[src/rtl/region_feed_scheduler.sv]
//------------------------------------------------------------------------------
// Module  : region_feed_scheduler
// Brief   : Round-robin two-source record arbiter that serialises 64-bit
//           region records onto the 32-bit fit-check word stream (low word
//           first). Optional per-source counters: REGION_FEED_STATS_EN.
// Revision: 1.0
//------------------------------------------------------------------------------
`default_nettype none

module region_feed_scheduler #(
  parameter int NUM_REGIONS = 1000
) (
  input  logic        clk,
  input  logic        rst,
  input  logic        start,
  input  logic        a_valid,
  input  logic [63:0] a_data,
  output logic        a_ready,
  input  logic        b_valid,
  input  logic [63:0] b_data,
  output logic        b_ready,
  output logic        fit_clear,
  output logic [31:0] fit_data,
  output logic        fit_valid,
  input  logic        fit_ready,
  input  logic        fit_finished,
  input  logic [63:0] fit_result,
  output logic        busy,
  output logic        done,
  output logic [63:0] total,
  output logic [31:0] count_a,
  output logic [31:0] count_b
);

  localparam logic [15:0] c_num_regions = 16'(NUM_REGIONS);

  typedef enum logic [2:0] {
    S_IDLE  = 3'd0,
    S_CLEAR = 3'd1,
    S_RUN   = 3'd2,
    S_DRAIN = 3'd3,
    S_DONE  = 3'd4
  } state_t;

  state_t      r_state;
  logic [15:0] r_accepted;
  logic [63:0] r_hold;
  logic        r_hold_valid;
  logic        r_phase_high;
  logic        r_last_b;
  logic        r_fit_clear;
  logic        r_busy;
  logic        r_done;
  logic [63:0] r_total;

  logic w_start_ok;
  logic w_xfer;
  logic w_load_slot;
  logic w_grant_a;
  logic w_grant_b;
  logic w_last_word;

  assign w_start_ok  = start && ((r_state == S_IDLE) || (r_state == S_DONE));
  assign w_xfer      = r_hold_valid && fit_ready;
  // A new record may only be captured once the held one is fully leaving.
  assign w_load_slot = (r_state == S_RUN) && (r_accepted < c_num_regions) &&
                       (!r_hold_valid || (r_phase_high && fit_ready));
  assign w_grant_a   = w_load_slot && a_valid && (!b_valid || r_last_b);
  assign w_grant_b   = w_load_slot && b_valid && (!a_valid || !r_last_b);
  assign w_last_word = (r_state == S_RUN) && w_xfer && r_phase_high &&
                       (r_accepted == c_num_regions);

  assign a_ready   = w_grant_a;
  assign b_ready   = w_grant_b;
  assign fit_valid = r_hold_valid;
  assign fit_data  = r_phase_high ? r_hold[63:32] : r_hold[31:0];
  assign fit_clear = r_fit_clear;
  assign busy      = r_busy;
  assign done      = r_done;
  assign total     = r_total;

  always_ff @(posedge clk) begin
    if (rst) begin
      r_state      <= S_IDLE;
      r_accepted   <= '0;
      r_hold       <= '0;
      r_hold_valid <= 1'b0;
      r_phase_high <= 1'b0;
      r_last_b     <= 1'b1;
      r_fit_clear  <= 1'b0;
      r_busy       <= 1'b0;
      r_done       <= 1'b0;
      r_total      <= '0;
    end else begin
      case (r_state)
        S_IDLE, S_DONE: begin
          if (w_start_ok) begin
            r_state      <= S_CLEAR;
            r_accepted   <= '0;
            r_hold_valid <= 1'b0;
            r_phase_high <= 1'b0;
            r_last_b     <= 1'b1;
            r_total      <= '0;
            r_fit_clear  <= 1'b1;
            r_busy       <= 1'b1;
            r_done       <= 1'b0;
          end
        end
        S_CLEAR: begin
          r_state     <= S_RUN;
          r_fit_clear <= 1'b0;
        end
        S_RUN: begin
          if (w_grant_a || w_grant_b) begin
            r_hold       <= w_grant_a ? a_data : b_data;
            r_hold_valid <= 1'b1;
            r_phase_high <= 1'b0;
            r_accepted   <= r_accepted + 16'd1;
            r_last_b     <= w_grant_b;
          end else if (w_xfer) begin
            if (!r_phase_high) begin
              r_phase_high <= 1'b1;
            end else begin
              r_hold_valid <= 1'b0;
            end
          end
          if (w_last_word) begin
            r_state <= S_DRAIN;
          end
        end
        S_DRAIN: begin
          if (fit_finished) begin
            r_total <= fit_result;
            r_state <= S_DONE;
            r_busy  <= 1'b0;
            r_done  <= 1'b1;
          end
        end
        default: begin
          r_state <= S_IDLE;
          r_busy  <= 1'b0;
          r_done  <= 1'b0;
        end
      endcase
    end
  end

`ifdef REGION_FEED_STATS_EN
  logic [15:0] r_count_a;
  logic [15:0] r_count_b;

  always_ff @(posedge clk) begin
    if (rst || w_start_ok) begin
      r_count_a <= '0;
      r_count_b <= '0;
    end else begin
      if (w_grant_a) r_count_a <= r_count_a + 16'd1;
      if (w_grant_b) r_count_b <= r_count_b + 16'd1;
    end
  end

  assign count_a = {16'd0, r_count_a};
  assign count_b = {16'd0, r_count_b};
`else
  assign count_a = '0;
  assign count_b = '0;
`endif

endmodule

`default_nettype wire

[config.mk]
export PLATFORM = sky130hd
export DESIGN_NAME = region_feed_scheduler
export DESIGN_NICKNAME = d
export VERILOG_FILES = /design/src/rtl/region_feed_scheduler.sv
export SDC_FILE = /design/constraint.sdc
export NUM_CORES = 1
export LEC_CHECK = 0
export ABC_AREA = 1
export CORE_ASPECT_RATIO = 0.5
export CORE_MARGIN = 2
export CORE_UTILIZATION = 45
export CTS_CLUSTER_DIAMETER = 40
export CTS_CLUSTER_SIZE = 14
export DETAILED_ROUTE_END_ITERATION = 8
export PLACE_DENSITY_LB_ADDON = 0.08
export SKIP_LAST_GASP = 1
export SLEW_MARGIN = 20
export SYNTH_ARGS = -nofsm -noshare
export SYNTH_HDL_FRONTEND = slang
export SYNTH_SLANG_ARGS = --single-unit
[constraint.sdc]
create_clock -name clk -period 4.8 [get_ports clk]
set_clock_uncertainty 0.1 [all_clocks]
set_input_delay 0.96 -clock clk [delete_from_list [all_inputs] [get_ports clk]]
set_output_delay 0.96 -clock clk [all_outputs]
set_load 0.005 [all_outputs]
==> results of run 1 <==
-- worst max-delay path, cell delays in order --
cell	delay, ns
clkdlybuf4s50_1	0.48
a21boi_0	0.58
nand3_1	0.24
inv_1	0.12
clkdlybuf4s50_1	0.50
-- logic make-up (layout without fill, tap and decap cells) --
family,after synthesis,after routing
AND/OR/NAND/NOR,673,673
buffers and inverters,189,366
flip-flops,153,153
AO/OA/AOI/OAI,151,151
XOR/XNOR,3,3
adder cells (fa/ha/maj),2,2
other,1,64
-- stage by stage --
step | util | instance area [um2] | cells | hold slack (ns)
floorplan | - | 8160 | 1235 | 0.318
global placement | 0.613 | 10600 | 1614 | 0.327
detailed placement | 0.613 | 10600 | 1614 | 0.330
CTS | 0.649 | 11200 | 1646 | 0.341
global route | 0.649 | 11200 | 1646 | 0.362
finish | 0.649 | 11200 | 1646 | 0.342
-- power by group through the flow --
stage / logic, uW / registers (uW) / clock network [uW]
5_1_grt: 1570 / 1530 / 1470
6_report: 1410 / 1510 / 1390
3_3_place_gp: 1400 / 1530 / 0
2_1_floorplan: 927 / 1520 / 0
3_5_place_dp: 1410 / 1530 / 0
4_1_cts: 1410 / 1510 / 1410
-- routing by layer --
metal / global-route usage / share of wire / vias up / routed length [um]
met5: 0 / 0.00053 / - / 13
met4: 0.0793 / 0.018 / 2 / 437
met3: 0.0809 / 0.082 / 39 / 2000
met2: 0.431 / 0.48 / 253 / 11700
met1: 0.311 / 0.42 / 3904 / 10400
li1: - / - / 4262 / -
-- synthesized netlist by cell type --
library cell  number
nand2_1          282
nor2_1           162
dfxtp_1          153
nand4_1          130
nand3_1           90
a21oi_1           81
buf_4             77
clkbuf_1          57
o21ai_0           43
o21ai_1           24
inv_1             20
buf_2             19
buf_1             13
nor3_1             3
ha_1               2
inv_2              2
xor2_1             2
a21boi_0           1
buf_6              1
conb_1             1
nand2_2            1
nand2_4            1
nand3b_1           1
nor2_8             1
nor3_4             1
o2111ai_1          1
o21bai_1           1
or2_2              1
xnor2_1            1
-- flip-flops by register name (all words and copies together), names as in the netlist --
name	flops
r_hold	64
fit_valid	1
busy	1
r_accepted	16
done	1
fit_clear	1
r_last_b	1
r_state	3
total	64
r_phase_high	1
-- layout make-up --
type | instances | area (um2) | share of cell area
clock buffers | 18 | 439 | 0.0391
clock inverters | 14 | 173 | 0.0154
multi-input cells | 893 | 4090 | 0.365
flip-flops and latches | 153 | 3060 | 0.273
well taps | 234 | 293 | 0.0261
repair buffers | 312 | 3080 | 0.275
inverters | 22 | 83.8 | 0.00747
-- path summary, 6_finish.rpt --
check	from	endpoint	depth (start not counted)
min reg2reg	r_accepted[11]$_SDFFE_PP0P_	r_accepted[11]$_SDFFE_PP0P_	2
max reg2reg	r_state[1]$_SDFFE_PP0P_	r_hold[51]$_SDFFE_PP0P_	10
max	b_valid	b_ready	5
min	r_accepted[11]$_SDFFE_PP0P_	r_accepted[11]$_SDFFE_PP0P_	2
==> results.py, run 1 <==
metrics = {
    "synth": {
        "synth.area.top_cells": "dfxtp_1 39%, nand2_1 13%, nand4_1 10%",
        "synth_compound_area_frac": 0.0965,
        "yosys_warnings": 0,
        "synth_seq_cells": 153,
        "synth_xor_area_frac": 0.00332,
        "netlist.area_leader.share": 0.386,
        "synth_top_area_cell": "dfxtp_1",
        "netlist_instances": 1172,
        "synthMuxAreaShare": 0,
        "synth_area_um2": 7930,
        "syn_avg_cell_area_um2": 6.76,
        "ys_types": 29,
        "synth_simple_gate_area_frac": 0.380,
        "synth_top_family_by_area": "simple AND/OR/NAND/NOR gates",
        "synth_fa_ha_area_frac": 0.00316,
        "ys_seq_area_frac": 0.386,
    },
    "final_layout": {
        "layout_commonest_cell": "clkdlybuf4s50_1",
        "num_antenna_cells": 0,
        "drive_gt1_frac": 0.0439,
        "most-common-layout-cells": "298 x clkdlybuf4s50_1, 279 x nand2_1, 161 x nor2_1, 152 x dfxtp_1, 130 x nand4_1",
        "fillerInstances": 1551,
        "area_growth_pct": 41.7,
        "nets": 1600,
    },
    "cts": {
        "cts_hold_buf": 0,
        "cts-buffers-inserted": 17,
        "cts_num_sinks": 153,
        "cts.path.max_buffers": 2,
        "root_buffer": "clkbuf_16",
        "clk_latency_ns": 0.42,
        "clk_pin_slew_ns": 0.06,
        "h-tree-depth": 4,
        "post-cts-setup-buffer-count": 0,
        "postCtsResizedCells": 0,
        "cts_tree": "done",
    },
    "sta": {
        "finalWorstSetupSlack_ns": 0.853,
        "hold_viol_final": 0,
        "slew_viol_final": 0,
        "slew_headroom": 0.303,
        "rsz0062_at_grt": "false",
        "period_share": 0.822,
        "fmax_mhz": 253,
        "layout_min_cycle_time_ns": 3.95,
        "setup_viol": 0,
        "finalSetupTns_ns": 0,
        "worst_pin_slew_ns": 1.05,
    },
    "placement": {
        "gp_congestion": 0.823,
        "port_buffers": 300,
        "dp_worst_setup_slack_ns": 0.923,
        "dpl.hpwl_um": 15900,
    },
    "routing": {
        "ant_nets": 0,
        "wl_per_cell_um": 14.9,
        "vias": 8460,
        "dr.pass1.iters": 5,
        "viasPerCell": 5.14,
        "dr.first_iter.drc_count": 528,
        "routed_wl_um": 24600,
        "drc_errors": 0,
    },
    "grt": {
        "overflow": 0,
        "grt_pass1_wl_um": 39100,
        "first_global_vias": 7871,
        "grt_max_degree": 85,
        "grt_usage": 0.255,
        "antenna_found_initial": 1,
    },
    "die": {
        "die_x_um": 192,
        "rows": 34,
        "die_y_um": 97.8,
        "fp.coreArea_um2": 17300,
        "initial_core_util": 0.458,
        "die_area_um2": 18800,
        "io_pins": 365,
    },
    "pwr": {
        "p_leak_uw": 0.00454,
        "internal_power_uw": 2780,
        "p_comb_frac": 0.328,
        "total_power_uw": 4310,
        "swShare": 0.355,
        "ir_drop_mv": 0.362,
        "p_clk_frac": 0.322,
        "power.switching_uw": 1530,
        "p_seq_frac": 0.350,
        "power_density_nw_per_um2": 384,
    },
    "worst_setup_path": {
        "crit_fanout": 4,
        "crit_required_ns": 3.74,
        "crit_arrival_ns": 2.89,
        "cp-end-kind": "output pin",
        "start_kind": "input port",
        "r2r_slack_ns": 1.57,
        "criticalPathCategory": "input port to output pin",
    },
    "job": {
        "drv_cap": 0,
    },
    "hold_path": {
        "min_path_type": "flop to flop",
    },
    "run_status": {
        "status": "complete, no violations",
    },
}
No activity file was read; power rests on OpenSTA's default activity.
==> run 2, diff against run 1 <==
--- a/config.mk
+++ b/config.mk
@@ -8,7 +8,7 @@
 export ABC_AREA = 1
 export CORE_ASPECT_RATIO = 0.5
 export CORE_MARGIN = 2
-export CORE_UTILIZATION = 45
+export CORE_UTILIZATION = 42
 export CTS_CLUSTER_DIAMETER = 40
 export CTS_CLUSTER_SIZE = 14
 export DETAILED_ROUTE_END_ITERATION = 8
==> constraint.sdc (replaced) <==
create_clock -name clk -period 3.8 [get_ports clk]
set_clock_uncertainty 0.1 [all_clocks]
set_input_delay 0.76 -clock clk [delete_from_list [all_inputs] [get_ports clk]]
set_output_delay 0.76 -clock clk [all_outputs]
set_load 0.005 [all_outputs]
==> results.py, run 2 (same netlist as run 1, synthesis figures left out) <==
metrics = {
    "run_status": {
        "status": "complete, no violations",
    },
    "sta": {
        "period_share": 0.853,
        "hold_slack_ns": 0.340,
        "slew_headroom": 0.309,
        "finalWorstSetupSlack_ns": 0.560,
        "worst_pin_slew_ns": 1.04,
        "layout_min_cycle_time_ns": 3.24,
        "rsz0062_at_grt": "false",
        "hold_viol_final": 0,
        "finalSetupTns_ns": 0,
        "slew_viol_final": 0,
        "setup_viol": 0,
        "fmax_mhz": 309,
    },
    "hold_path": {
        "min_path_type": "flop to flop",
        "min_from": "r_accepted[12]$_SDFFE_PP0P_",
        "hold_path_depth": 2,
    },
    "cts": {
        "root_buffer": "clkbuf_16",
        "cts_num_sinks": 153,
        "h-tree-depth": 4,
        "post-cts-setup-buffer-count": 0,
        "clk_latency_ns": 0.43,
        "cts_hold_buf": 0,
        "cts_tree": "done",
        "postCtsResizedCells": 0,
        "clk_pin_slew_ns": 0.06,
        "cts-buffers-inserted": 17,
        "cts.path.max_buffers": 2,
    },
    "pwr": {
        "p_comb_frac": 0.327,
        "internal_power_uw": 3510,
        "power_density_nw_per_um2": 483,
        "power.switching_uw": 1930,
        "ir_drop_mv": 0.290,
        "swShare": 0.354,
        "p_leak_uw": 0.00456,
        "p_clk_frac": 0.316,
        "p_seq_frac": 0.357,
    },
    "routing": {
        "wl_per_cell_um": 15.2,
        "ant_nets": 0,
        "drc_errors": 0,
        "routed_wl_um": 25400,
        "dr.pass1.iters": 5,
        "vias": 8464,
        "dr.first_iter.drc_count": 543,
        "viasPerCell": 5.06,
    },
    "worst_setup_path": {
        "timing.critical_path.from": "fit_ready",
        "crit_fanout": 3,
        "cp-end-kind": "output pin",
        "r2r_cells": 10,
        "start_kind": "input port",
        "crit_arrival_ns": 2.38,
        "worstReg2RegStart": "r_accepted[7]$_SDFFE_PP0P_",
        "criticalPathCategory": "input port to output pin",
        "crit_required_ns": 2.94,
    },
    "grt": {
        "overflow": 0,
        "grt_max_degree": 85,
        "antenna_found_initial": 0,
        "first_global_vias": 7858,
        "grt_pass1_wl_um": 39700,
        "grt_usage": 0.247,
    },
    "die": {
        "rows": 35,
        "initial_core_util": 0.430,
        "fp.coreArea_um2": 18400,
        "io_pins": 365,
        "die_y_um": 101,
        "die_x_um": 198,
        "die_area_um2": 20100,
    },
    "placement": {
        "gp_congestion": 0.854,
        "port_buffers": 300,
        "dp_worst_setup_slack_ns": 0.568,
        "dpl.hpwl_um": 16900,
    },
    "final_layout": {
        "most-common-layout-cells": "298 x clkdlybuf4s50_1, 279 x nand2_1, 161 x nor2_1, 152 x dfxtp_1, 130 x nand4_1",
        "layout_commonest_cell": "clkdlybuf4s50_1",
        "area_growth_pct": 42.2,
        "num_antenna_cells": 0,
        "fillerInstances": 1705,
        "nets": 1604,
        "drive_gt1_frac": 0.0438,
    },
    "job": {
        "drv_cap": 0,
    },
}
run 2: area by class of cell:
class,instances,area [um2],area share
flip-flops and latches,153,3060,0.272
repair buffers,316,3110,0.276
multi-input cells,893,4090,0.363
clock inverters,11,150,0.0133
well taps,259,324,0.0287
inverters,22,83.8,0.00744
clock buffers,19,443,0.0393
run 2: metal layers:
metal | global-route usage | wire [um] | share of wire
met1 | 0.304 | 10900 | 0.43
met4 | 0.0746 | 374 | 0.015
met5 | 0 | 0 | 0
met2 | 0.418 | 12000 | 0.47
met3 | 0.0793 | 2110 | 0.083
run 2: through the flow:
step,cell area [um2],instances,power [uW],util
2_1_floorplan,8160,1235,3090,-
3_3_place_gp,10700,1643,3730,0.579
3_5_place_dp,10700,1643,3750,0.579
4_1_cts,11300,1673,5480,0.611
5_1_grt,11300,1673,5760,0.611
6_report,11300,1673,5440,0.611
run 2: path summary, 6_finish.rpt:
check                           slack, ns                          end
worst max-delay path                 0.56                      a_ready
worst min-delay path                 0.34  r_accepted[12]$_SDFFE_PP0P_
worst max register to register       0.85      r_hold[46]$_SDFFE_PP0P_
worst min register to register       0.34  r_accepted[12]$_SDFFE_PP0P_
run 2: power by group through the flow:
stage               registers [uW]  clock network, uW  logic, uW
floorplan                     1920                  0       1170
global placement              1970                  0       1770
detailed placement            1970                  0       1780
CTS                           1940               1760       1790
global route                  1960               1820       1970
finish                        1940               1720       1780
run 2: worst max-delay path, stage by stage:
cell and delay [ns]:
clkdlybuf4s50_1 0.48, nand2_1 0.08, nand2_1 0.09, nand3_1 0.07, nor2_1 0.15, nand3_1 0.14
nor2_1 0.12, clkdlybuf4s50_1 0.50
==> variant 1 (config.mk and constraints of run 2) <==
Build with the macro `REGION_FEED_STATS_EN` defined.
--- a/src/rtl/region_feed_scheduler.sv
+++ b/src/rtl/region_feed_scheduler.sv
@@ -6,6 +6,8 @@
 // Revision: 1.0
 //------------------------------------------------------------------------------
 `default_nettype none
+
+`define REGION_FEED_STATS_EN
 
 module region_feed_scheduler #(
   parameter int NUM_REGIONS = 1000
Function: changed (Yosys sat finds a counterexample within 4 cycles, from zero or initial values and one cycle with rst high).
==> variant 1 against run 2 <==
Final area up 12%; worst setup slack lost 0.22 ns; synthesized area increased by 10%; total power decreased by 0.93%; wire length up 12%; sequential cell count increased by 32; hold slack got worse by 0.00080 ns; global-route usage is 0.41 points higher.
==> variant 1: results (changes against run 2) <==
.. list-table::
   :header-rows: 1

   * - Metric
     - Value
   * - Result of the run
     - completed (unchanged)
   * - Share of the yosys chip area belonging to registers
     - 0.423 (was 0.386)
   * - Count of non-CTS buffers in the layout
     - 350 (was 316)
   * - Area contributors post-synth
     - dfxtp_1 (42%), nand2_1 (18%), a21oi_1 (5.9%), nand3_1 (5.9%), a31oi_1 (4.6%) (was dfxtp_1 (39%), nand2_1 (13%), nand4_1 (10%), nor2_1 (7.7%), buf_4 (7.3%))
   * - RePlAce Congestion
     - 0.876 (was 0.854)
   * - Nets
     - 1756 (was 1604)
   * - Multi-input gate area in the final layout
     - 4330 um^2 (was 4090 um^2)
   * - Setup slack on the worst flop-to-flop path
     - 1.25 ns (was 0.85 ns)
   * - Met3 wire len
     - 2170 um (was 2110 um)
   * - Worst Min Path Start
     - r_accepted[13]$_SDFFE_PP0P_ (was r_accepted[12]$_SDFFE_PP0P_)
   * - Met1 track demand over resource
     - 0.306 (was 0.304)
   * - Reg area
     - 3700 um^2 (was 3060 um^2)
   * - Iteration-0 DRC Markers
     - 593 (was 543)
   * - FF+latch count
     - 185 (was 153)
   * - Fraction of layout instances using a drive strength above 1
     - 0.0396 (was 0.0438)
   * - Antenna violations before repair
     - 2 (was 0)
   * - Terminus of the critical flop-to-flop path
     - fit_valid$_SDFFE_PP0P_ (was r_hold[46]$_SDFFE_PP0P_)
   * - Int Pwr
     - 3790 uW (was 3510 uW)
   * - Wire length of the first global-routing pass
     - 45100 um (was 39700 um)
   * - Half-perimeter wire length after placement
     - 20100 um (was 16900 um)
   * - Post-route met1 wirelength
     - 12000 um (was 10900 um)
   * - Per-cell routed wire length
     - 15.5 um (was 15.2 um)
   * - Highest fanout seen on the critical path
     - 9 (was 3)
   * - GR Layer Usage met2
     - 0.442 (was 0.418)
   * - Signal buf overhead
     - 0.274 (was 0.276)
   * - Hold path endpoint
     - r_accepted[13]$_SDFFE_PP0P_ (was r_accepted[12]$_SDFFE_PP0P_)
   * - Met2 wire len
     - 14000 um (was 12000 um)
   * - Via count of the first global-routing pass
     - 8736 (was 7858)
   * - Final wirelength
     - 28400 um (was 25400 um)
   * - Number of filler cells placed in the layout
     - 1916 (was 1705)
   * - Synth cell types
     - 28 (was 29)
   * - Static leakage
     - 0.00469 uW (was 0.00456 uW)
   * - Peak supply drop
     - 0.285 mV (was 0.290 mV)
   * - Via density per instance
     - 5.11 (was 5.06)
   * - Total routing usage reported by global routing
     - 0.251 (was 0.247)
   * - List of most frequent post-synthesis cells
     - nand2_1 (417), dfxtp_1 (185), a21oi_1 (104) (was nand2_1 (282), nor2_1 (162), dfxtp_1 (153))
==> variant 1: cell families after synthesis <==
logic type / synth area share
other: 0.000429
and+or+nand+nor: 0.306
DFF: 0.423
xor gates and xnor gates: 0.0130
adders and majority gates: 0.00572
AOI/OAI and AO/OA: 0.155
buffers and inverters: 0.0964
==> variant 1: how the worst max path moves through the flow <==
| stage | start | endpoint | cells past startpoint | slack [ns] |
|---|---|---|---|---|
| after floorplan | a_valid | a_ready | 6 | 1.37 |
| after global placement | fit_ready | b_ready | 8 | 0.38 |
| after detailed placement | fit_ready | b_ready | 8 | 0.33 |
| after CTS | fit_ready | b_ready | 8 | 0.32 |
| after global routing | fit_ready | b_ready | 8 | 0.20 |
| final | fit_ready | b_ready | 8 | 0.34 |
==> variant 1: critical path, stage by stage <==
cell             delay [ns]
clkdlybuf4s50_1        0.51
nand2_1                0.09
nand2_1                0.10
nand3_1                0.13
nor2_4                 0.19
nand3_4                0.16
inv_1                  0.12
clkdlybuf4s50_1        0.54
==> variant 1: stage by stage <==
stage / area [um^2] / worst slack (ns) / hold WS, ns
2_1_floorplan: 8860 / 1.37 / 0.317
3_3_place_gp: 12100 / 0.384 / 0.326
3_5_place_dp: 12100 / 0.326 / 0.330
4_1_cts: 12700 / 0.324 / 0.341
5_1_grt: 12700 / 0.197 / 0.358
6_report: 12700 / 0.336 / 0.340
==> variant 1: power groups by stage <==
stage / Sequential, uW / Combinational (uW) / Clock (uW)
floorplan: 2250 / 751 / 0
global placement: 2260 / 1310 / 0
detailed placement: 2270 / 1330 / 0
CTS: 2230 / 1340 / 1860
global route: 2250 / 1460 / 1950
finish: 2230 / 1330 / 1830
==> variant 2 (config.mk and constraints of run 2) <==
Without the edit above. Encoding of `state_t`: now Gray code (3 bits for 5 states).
--- a/src/rtl/region_feed_scheduler.sv
+++ b/src/rtl/region_feed_scheduler.sv
@@ -35,11 +35,11 @@
   localparam logic [15:0] c_num_regions = 16'(NUM_REGIONS);
 
   typedef enum logic [2:0] {
-    S_IDLE  = 3'd0,
-    S_CLEAR = 3'd1,
-    S_RUN   = 3'd2,
-    S_DRAIN = 3'd3,
-    S_DONE  = 3'd4
+    S_IDLE  = 3'b000,
+    S_CLEAR = 3'b001,
+    S_RUN   = 3'b011,
+    S_DRAIN = 3'b010,
+    S_DONE  = 3'b110
   } state_t;
 
   state_t      r_state;
Check against the original RTL: same outputs for any inputs over 4 cycles, from zero or initial values and one cycle with rst high; so few cycles prove little.
==> variant 2 against run 2 <==
Worst setup slack worse by 0.17 ns; final area up 2.1%; count of clock-buffer cells in the layout unchanged; global-route usage down 2.2 points; combinational power down 12%; sequential cell count unchanged; sequential share of layout area down 0.57 points; synthesized area up 3.4%; wire length down 3.6%; total power down 7.2%; critical path type unchanged; largest cell class unchanged.
==> variant 2: results (changes against run 2) <==
.. list-table::
   :header-rows: 1

   * - Metric
     - Value
   * - Result of the run
     - completed (unchanged)
   * - Number of cell instances on the worst register-to-register path
     - 9 (was 10)
   * - Clock network latency to the later pin of the worst-skew pair
     - 0.41 ns (was 0.43 ns)
   * - Number of inserted diodes
     - 0 (unchanged)
   * - RePlAce Congestion
     - 0.831 (was 0.854)
   * - List of most frequent post-synthesis cells
     - nand2_1 (341), nor2_1 (161), dfxtp_1 (153) (was nand2_1 (282), nor2_1 (162), dfxtp_1 (153))
   * - Per-cell routed wire length
     - 13.8 um (was 15.2 um)
   * - Number of filler cells placed in the layout
     - 1862 (was 1705)
   * - Count of non-filler cells in the finished layout
     - 1766 (was 1673)
   * - Iteration-0 DRC Markers
     - 463 (was 543)
   * - Half-perimeter wire length after placement
     - 16400 um (was 16900 um)
   * - Wire length of the first global-routing pass
     - 38100 um (was 39700 um)
   * - Fraction of layout instances using a drive strength above 1
     - 0.0393 (was 0.0438)
   * - Crit-path max cell delay
     - 0.56 ns (was 0.50 ns)
   * - Worst-case setup slack after placement
     - 0.388 ns (was 0.568 ns)
   * - Number of instances in the synthesized netlist
     - 1257 (was 1172)
   * - Power density relative to cell area
     - 439 nW/um^2 (was 483 nW/um^2)
   * - Peak supply drop
     - 0.314 mV (was 0.290 mV)
   * - Share of the yosys chip area belonging to registers
     - 0.374 (was 0.386)
   * - Synth cell types
     - 27 (was 29)
   * - Via count of the first global-routing pass
     - 7658 (was 7858)
   * - Int Pwr
     - 3350 uW (was 3510 uW)
   * - Vias after detailed routing
     - 8694 (was 8464)
   * - Arrival time at the worst endpoint
     - 2.55 ns (was 2.38 ns)
   * - Total routing usage reported by global routing
     - 0.226 (was 0.247)
   * - Reported clock group power
     - 1620 uW (was 1720 uW)
   * - Iteration count of the initial detailed-routing pass
     - 4 (was 5)
   * - Nets
     - 1688 (was 1604)
   * - Largest net degree at the start of global routing
     - 129 (was 85)
   * - Area contributors post-synth
     - dfxtp_1 (37%), nand2_1 (16%), nand4_1 (10%), nor2_1 (7.4%), buf_4 (6.3%) (was dfxtp_1 (39%), nand2_1 (13%), nand4_1 (10%), nor2_1 (7.7%), buf_4 (7.3%))
   * - Max-Slew Margin vs Limit
     - 0.410 (was 0.309)
-- variant 2: routing by layer --
metal	up-vias	routed length (um)	track usage
met5	-	0	0
met1	3938	10600	0.288
met2	303	11800	0.386
met4	0	569	0.0837
li1	4409	-	-
met3	44	1470	0.0430
-- variant 2: path summary, 6_finish.rpt --
path	endpoint	slack (ns)	startpoint
worst max register to register	r_hold[55]$_SDFFE_PP0P_	1.23	r_phase_high$_SDFFE_PP0P_
worst min-delay path	r_accepted[10]$_SDFFE_PP0P_	0.34	r_accepted[10]$_SDFFE_PP0P_
worst min register to register	r_accepted[10]$_SDFFE_PP0P_	0.34	r_accepted[10]$_SDFFE_PP0P_
worst max-delay path	a_ready	0.39	fit_ready
-- variant 2: stage by stage --
stage / area, um^2 / util
global placement: 10900 / 0.568
global route: 11500 / 0.597
floorplan: 8430 / -
CTS: 11500 / 0.597
detailed placement: 10900 / 0.568
finish: 11500 / 0.597
-- variant 2: area by class of cell --
class	instances	area share
Clock buffer	19	0.0385
Multi-Input combinational cell	912	0.357
Timing Repair Buffer	314	0.270
Inverter	89	0.0290
Clock inverter	13	0.0105
Sequential cell	153	0.266
Tap cell	266	0.0289
-- variant 2: kinds of logic (layout without fill, tap and decap cells) --
group                      count (synthesis)  in the layout  share of synthesized area
AOI/OAI and AO/OA                        116            116                     0.0720
xor gates and xnor gates                   6              6                    0.00641
adders and majority gates                  2              2                    0.00305
buffers and inverters                    255            435                      0.156
DFF                                      153            153                      0.374
other                                      1             64                   0.000458
and+or+nand+nor                          724            724                      0.388
-- variant 2: worst min-delay path, delay by kind of cell, from the launching register on --
family | cells | cell delay [ns]
and+or+nand+nor | 2 | 0.09
DFF | 1 | 0.31
